`config.mk`:
```
export PLATFORM = sky130hd
export DESIGN_NAME = siso_loopback_controller
export DESIGN_NICKNAME = d
export VERILOG_FILES = /design/src/rtl/siso_loopback_controller.sv
export SDC_FILE = /design/constraint.sdc
export NUM_CORES = 1
export LEC_CHECK = 0
export BUFFER_PORTS_ARGS = -buffer_cell sky130_fd_sc_hd__buf_4
export CAP_MARGIN = 30
export CORE_MARGIN = 2
export CORE_UTILIZATION = 50
export DETAILED_ROUTE_END_ITERATION = 10
export GPL_TIMING_DRIVEN = 0
export PLACE_DENSITY = 0.72
export SKIP_CTS_REPAIR_TIMING = 1
export SYNTH_ARGS = -nofsm -noshare
export SYNTH_HDL_FRONTEND = slang
export SYNTH_SLANG_ARGS = --single-unit
export TNS_END_PERCENT = 1
```
`constraint.sdc`:
```
create_clock -name clk -period 2 [get_ports clk]
set_clock_uncertainty 0.2 [all_clocks]
set_input_delay 0.1 -clock clk [delete_from_list [all_inputs] [get_ports clk]]
set_output_delay 0.1 -clock clk [all_outputs]
set_load 0.05 [all_outputs]
```
`src/rtl/siso_loopback_controller.sv`:
```
// siso_loopback_controller: serializes handshaked words onto a SISO chain and checks the looped-back result
// Ports:
//   clk, rst                 clock and synchronous active-high reset, shared with the chain
//   tx_valid, tx_data        producer word offer; tx_ready accepts it
//   sr_din, sr_q             registered serial bit to the chain, serial bit back from its last stage
//   rx_valid, rx_data, err   one-cycle completion pulse, reassembled word, mismatch flag
//   busy                     a frame is in flight
//   frame_cnt, err_cnt       saturating completed-frame and errored-frame counters
module siso_loopback_controller #(
  parameter int WIDTH = 8,
  parameter int DEPTH = 4,
  parameter bit MSB_FIRST = 1'b0
) (
  input  logic             clk,
  input  logic             rst,
  input  logic             tx_valid,
  input  logic [WIDTH-1:0] tx_data,
  output logic             tx_ready,
  output logic             sr_din,
  input  logic             sr_q,
  output logic             rx_valid,
  output logic [WIDTH-1:0] rx_data,
  output logic             err,
  output logic             busy,
  output logic [15:0]      frame_cnt,
  output logic [15:0]      err_cnt
);
  localparam int CW = $clog2(WIDTH + DEPTH + 1);
  localparam logic [CW-1:0] LAST = CW'(WIDTH + DEPTH - 1);
  localparam logic [CW-1:0] RX0 = CW'(DEPTH);
  typedef enum logic {IDLE, RUN} state_t;
  state_t r_state, w_next;
  logic [CW-1:0] r_c;
  logic [WIDTH-1:0] r_tx_buf, r_cmp, r_rx_shift, r_rx_data;
  logic [WIDTH-1:0] w_tx_src, w_tx_rest, w_rx_next;
  logic [15:0] r_frame_cnt, r_err_cnt;
  logic r_sr_din, r_rx_valid, r_err;
  logic w_tx_ready, w_busy, w_accept, w_last, w_rx_en, w_tx_bit, w_err;
  always_ff @(posedge clk) r_state <= rst ? IDLE : w_next;
  always_comb begin
    w_tx_ready = r_state == IDLE;
    w_busy = r_state == RUN;
    w_accept = w_tx_ready && tx_valid;
    w_last = w_busy && r_c == LAST;
    w_next = w_accept ? RUN : w_last ? IDLE : r_state;
  end
  // tx_buf holds the not-yet-sent bits; it shifts zeros in, so sr_din drains zeros once data runs out
  assign w_tx_src = w_accept ? tx_data : r_tx_buf;
  assign w_tx_bit = MSB_FIRST ? w_tx_src[WIDTH-1] : w_tx_src[0];
  assign w_tx_rest = MSB_FIRST ? w_tx_src << 1 : w_tx_src >> 1;
  // first received bit ends at bit 0 (LSB first) or bit WIDTH-1 (MSB first) after WIDTH shifts
  assign w_rx_next = MSB_FIRST ? {r_rx_shift[WIDTH-2:0], sr_q} : {sr_q, r_rx_shift[WIDTH-1:1]};
  assign w_rx_en = w_busy && r_c >= RX0;
  assign w_err = w_rx_next != r_cmp;
  always_ff @(posedge clk) begin
    if (rst) begin
      r_c <= '0;
      r_tx_buf <= '0;
      r_cmp <= '0;
      r_rx_shift <= '0;
      r_sr_din <= 1'b0;
      r_rx_valid <= 1'b0;
      r_rx_data <= '0;
      r_err <= 1'b0;
      r_frame_cnt <= '0;
      r_err_cnt <= '0;
    end else begin
      r_rx_valid <= w_last;
      r_c <= w_accept ? '0 : w_busy ? r_c + CW'(1) : r_c;
      r_sr_din <= (w_accept || w_busy) && w_tx_bit;
      if (w_accept || w_busy) r_tx_buf <= w_tx_rest;
      if (w_accept) r_cmp <= tx_data;
      if (w_accept) r_rx_shift <= '0;
      if (w_rx_en) r_rx_shift <= w_rx_next;
      if (w_last) begin
        r_rx_data <= w_rx_next;
        r_err <= w_err;
        if (r_frame_cnt != '1) r_frame_cnt <= r_frame_cnt + 16'd1;
        if (w_err && r_err_cnt != '1) r_err_cnt <= r_err_cnt + 16'd1;
      end
    end
  end
  assign tx_ready = w_tx_ready;
  assign busy = w_busy;
  assign sr_din = r_sr_din;
  assign rx_valid = r_rx_valid;
  assign rx_data = r_rx_data;
  assign err = r_err;
  assign frame_cnt = r_frame_cnt;
  assign err_cnt = r_err_cnt;
endmodule

```
== Yosys cells after proc, flatten, opt, wreduce, memory -nomap -nowiden ==
Index checks and enable logic that the tools add are counted.
Word-level totals
  register bits: 71
  bits in latches: 0
  bits in writable memories: 0
  memory bits (read-only): 0
  input bits: 12
  output and inout bits: 45
  word-level logic and storage cells: 36
  memories kept: 0
Operators by class
  add/subtract/negate cells: 3
  multiply operators: 0
  divide/modulo/power cells: 0
  order comparisons: 1
  eq/ne operators: 4
  shift operators: 0
  mux-type cells: 5
  bitwise operators: 1
  reductions and logical operators: 11
Operators by type and width (count)
  adder 16 x 1 -> 16 bit (second input constant): 2
  inequality test 16 bit (second input constant): 2
  two-way mux 8 bit: 3
  inequality test 8 bit: 1
  logical AND 1 bit: 5
  adder 4 x 1 -> 4 bit (second input constant): 1
  == test 4 bit (second input constant): 1
  greater-or-equal comparator 4 x 3 -> 1 bit (second input constant): 1
  AND reduction 2 bit: 2
  nonzero test 2 bit: 2
  two-way mux 1 bit: 2
  OR reduction 2 bit: 1
  logical OR 1 bit: 1
  inverter 1 bit: 1

== Logic depth before layout (Yosys ltp) ==
  depth after elaboration: 4
  gate-level depth with buffers: 8
  gate-level depth less buffers: 6

== Worst setup path before layout ==
Ideal clock, no wire load.
  path type: reg2reg
  start: register r_state (netlist: busy)
  end: register r_err_cnt[5] (netlist: err_cnt[5])
  setup time: 0.121 ns
  arrival time: 2.051 ns
  required time: 1.679 ns
  slack: -0.372 ns
  stages on the path, launching flop included: 7
  period minus slack after synthesis: 2.372 ns
  cells stage by stage: dfxtp_1 > buf_2 > and4b_1 > o21ai_1 > clkbuf_1 > nor4_1 > mux2_2
On the way
  word-level cells in the longest chain between the ends: 2
Ends and longest elaborated chain
  start: declaration: RTL line 32  | state_t r_state, w_next;
  start signal: assignment: RTL line 39  | always_ff @(posedge clk) r_state <= rst ? IDLE : w_next;
  logical AND 1 bit: RTL line 44  | w_last = w_busy && r_c == LAST;
  AND reduction 2 bit (no source line)
  end signal: assignment: RTL line 79  | if (w_err && r_err_cnt != '1) r_err_cnt <= r_err_cnt + 16'd1;
  end: declaration: RTL line 36  | logic [15:0] r_frame_cnt, r_err_cnt;
No other way between the ends.
A chain may end at the register's enable or synchronous reset.

== Worst setup path after layout ==
  start: register r_c[1]
  end: register r_err_cnt[2] (netlist: err_cnt[2])
On the way
  word-level cells in the longest chain between the ends: 3
Ends and longest elaborated chain
  start: declaration: RTL line 33  | logic [CW-1:0] r_c;
  start signal: assignment: RTL line 69  | r_c <= w_accept ? '0 : w_busy ? r_c + CW'(1) : r_c;
  == test 4 bit: RTL line 44
  logical AND 1 bit: RTL line 44
  AND reduction 2 bit (no source line)
No other way between the ends.

==> results by group <==
Synthesis
  – Synth Flop Type: dfxtp_1
  – Largest family of logic cells by synthesized area: simple AND/OR/NAND/NOR gates
  – Mapped Area: 0.003120 sq mm
  – Ys Warns: 0
  – Mapped Cells: 370
  – Seq/Total Area, Yosys: 44.91%
  – XOR/XNOR share of the synthesized area: 7.017%
  – Simple-gate area share of the yosys netlist: 25.14%
  – Post-synthesis compound-gate area fraction: 14.64%
  – Post-synthesis adder-cell area fraction: 1.203%
  – Mux cell area share after synthesis: 2.927%
  – Async SR Flop Fraction: 0%
  – Syn Nets: 385
  – Yosys cell types: 40
  – Number of enable flip-flop cells after synthesis: 0
  – Syn avg cell area: 8.434 sq um
  – Yosys reg bits: 70

Placed design
  – GP Congestion: 0.8251
  – Placed cells: 500
  – Area after DPL: 0.003711 sq mm
  – Place WS: -0.2440 ns
  – Port bufs: 55
  – Post-DP HPWL: 5082 microns

Worst hold path
  – Min-delay src: rst
  – Worst min-delay path category: input pin to flop

Floorplan
  – Die ar.: 0.006889 sq mm
  – CORE AREA: 0.005991 sq mm
  – Die Width: 83 microns
  – Starting Density: 52.09%
  – Rows: 28
  – Chip height: 83 microns
  – I/O pin count: 57

STA
  – Final setup margin: -0.02190 ns
  – Max transition margin: 60.84%
  – Hold_ws: -0.009138 ns
  – Total negative setup slack: -0.03476 ns
  – Slew @ Worst Pin: 0.5874 ns
  – Peak Freq: 0.4946 GHz
  – Crit share post-route: 101.1%
  – RSZ-0062 raised after global routing: yes
  – Slew Viols, Final: 0
  – Final setup fails: 2
  – Final hold vios: 1
  – Post-route minimum period: 2.022 ns

Run status
  – Violations in the final reports: hold timing, setup timing
  – Status: finished with violations

GRT
  – Pin count of the biggest net entering global routing: 13
  – Initial antenna violation count: 0
  – Gr usage total: 21.13%
  – Total grt overflow: 0
  – Vias in the first global route: 2592
  – First-pass GRT wire length: 12070 microns

Critical path
  – Worst reg2reg path startpoint: r_c[1]$_SDFFE_PP0P_
  – Setup Crit Path Kind: flop to flop
  – CP endpoint kind: flop
  – Crit path launch: r_c[1]$_SDFFE_PP0P_
  – Worst setup SP type: flop
  – CP Max Fanout: 10
  – WP data required: 2.01 ns
  – Critical path arrival: 2.03 ns
  – Critical path's largest stage delay: 0.36 ns
  – Crit-path cells: ha_4 -> and4b_2 -> o21ai_4 -> buf_6 -> clkbuf_4 -> o31ai_1 -> a21oi_2
  – CP max stage cell: dfxtp_2

Power and ir drop
  – Internal: 1920 uW
  – Switching part of the total: 25.82%
  – P_leak: 0.001617 uW
  – Maximum vdd drop: 0.4095 mV
  – Part of the power in the clock network: 38.3%
  – Share of total power in combinational logic: 7.0%
  – PwrDens: 621.8 mW/mm^2
  – P_sw: 668.3 uW
  – Seq pwr share: 54.7%

Routing
  – Via/cell ratio: 5.547
  – Via count: 3001
  – Antenna-violating nets left: 0
  – DRC: 0
  – 1st-iter DRT viols: 235
  – Drt pass-1 iters: 5
  – DR WL/cell: 14.64 microns
  – Final WL: 7921 microns

CTS
  – Clock latency on the worst-skew pair: 0.35 ns
  – CTS clk-pin slew, worst paths: 0.07 ns
  – Number of buffers created by CTS: 9
  – CTS tree: yes
  – Root buffer cell: clkbuf_8
  – # H-tree levels: 3
  – Sink Count: 70
  – Worst-case clock buffer depth: 2

Cells and area
  – Synthesis-to-layout area growth: 33.40%
  – Final Instance Area: 0.004163 sq mm
  – Final nets: 476
  – Diodes inserted: 0
  – Layout cell share with drive strength beyond 1: 30.47%
  – Post-Layout Cell Count: 541

Flow run
  – Max-cap viol count: 0
synthesized netlist by cell type, types with 4 or more instances:
master,n,area [sq um]
dfxtp_1,70,1401
nand2_1,51,191.4
a21oi_1,46,230.2
nor2_1,38,142.6
nand3_1,18,90.09
clkbuf_1,17,63.81
xor2_1,17,148.9
o31ai_1,11,82.58
or4_1,11,82.58
mux2i_1,8,80.08
nand4_1,8,50.05
xnor2_1,8,70.07
and3_1,6,37.54
inv_1,5,18.77
nor3_1,5,25.02
o21ai_0,5,25.02
and4_4,4,45.04
o211ai_1,4,30.03
layout by cell type (no fill, tap or decap), types with 3 or more instances in the layout:
| cell | synthesis | routed |
|---|---|---|
| xor2_1 | 17 | 17 |
| dfxtp_1 | 70 | 39 |
| nor3b_1 | 3 | 3 |
| clkbuf_2 | 0 | 3 |
| buf_4 | 1 | 73 |
| inv_1 | 5 | 5 |
| and4_4 | 4 | 4 |
| nor3_1 | 5 | 5 |
| o31ai_1 | 11 | 11 |
| a21oi_1 | 46 | 44 |
| o21ai_0 | 5 | 4 |
| o211ai_1 | 4 | 4 |
| xnor2_1 | 8 | 8 |
| nor2_1 | 38 | 38 |
| mux2i_1 | 8 | 8 |
| nand2_1 | 51 | 51 |
| clkbuf_1 | 17 | 13 |
| o2111ai_1 | 3 | 3 |
| and3_1 | 6 | 5 |
| nand4b_1 | 3 | 3 |
| clkinv_2 | 0 | 3 |
| dfxtp_4 | 0 | 11 |
| or4_1 | 11 | 10 |
| clkbuf_8 | 0 | 9 |
| dfxtp_2 | 0 | 20 |
| nand3_1 | 18 | 18 |
| nand4_1 | 8 | 8 |
| dlygate4sd3_1 | 0 | 10 |
final timing paths:
path / end / slack, ns / depth (start not counted)
min reg2reg: rx_data[4]$_SDFFE_PP0P_ / 0.26 / 2
min: err_cnt[5]$_SDFFE_PP0P_ / -0.009 / 3
max reg2reg: err_cnt[2]$_SDFFE_PP0P_ / -0.02 / 7
max: err_cnt[2]$_SDFFE_PP0P_ / -0.02 / 7
layout make-up:
cell class                      count  area (sq um)
Fill cell                         499          1828
Inverter                            5         18.77
Tap cell                           75         93.84
Clock inverter                      6         36.28
Sequential cell                    70          1468
Clock buffer                       10         127.6
Multi-Input combinational cell    271          1658
Buffer                             22         120.1
Timing Repair Buffer               82         640.6
state kept, by name, summed over array words and instances (netlist names):
register	cells
err	1
r_c	4
r_rx_shift	7
sr_din	1
rx_data	8
r_cmp	8
busy	1
err_cnt	16
rx_valid	1
r_tx_buf	7
frame_cnt	16
worst max-delay path: cells and delay by family, from the launching register on:
family | cells | cell delay, ns
compound gates | 3 | 0.53
fa+ha+maj | 1 | 0.15
buf+inv | 2 | 0.34
flops | 1 | 0.36
simple gates | 1 | 0.30
metrics by stage:
| stage | total power [uW] | util [%] |
|---|---|---|
| 3_5_place_dp | 1604 | 61.95 |
| 5_1_grt | 2699 | 69.49 |
| 6_report | 2588 | 69.49 |
| 4_1_cts | 2589 | 64.68 |
| 2_1_floorplan | 1552 | - |
| 3_3_place_gp | 1602 | 61.95 |
power groups by stage:
stage               registers (uW)  clock network (uW)  logic, uW
floorplan                     1450                   0       98.4
global placement              1450                   0        156
detailed placement            1450                   0        157
CTS                           1410                1020        157
global route                  1420                1080        198
finish                        1420                 993        181
metal layers:
metal | vias up | global-route usage (%) | share of wire, %
li1 | 1492 | - | -
met3 | 16 | 5.268 | 5.6
met2 | 78 | 32.11 | 47
met4 | 0 | 8.346 | 2.2
met1 | 1415 | 28.82 | 45
met5 | - | 0 | 0
cells by family (layout without fill, tap and decap cells):
group / count (synthesis) / count (layout)
AOI/OAI and AO/OA: 77 / 77
xor gates and xnor gates: 25 / 25
adders and majority gates: 3 / 3
buffers and inverters: 29 / 125
DFF: 70 / 70
muxes: 9 / 9
and+or+nand+nor: 157 / 157
Note: power is estimated with default switching activity, not from simulation.
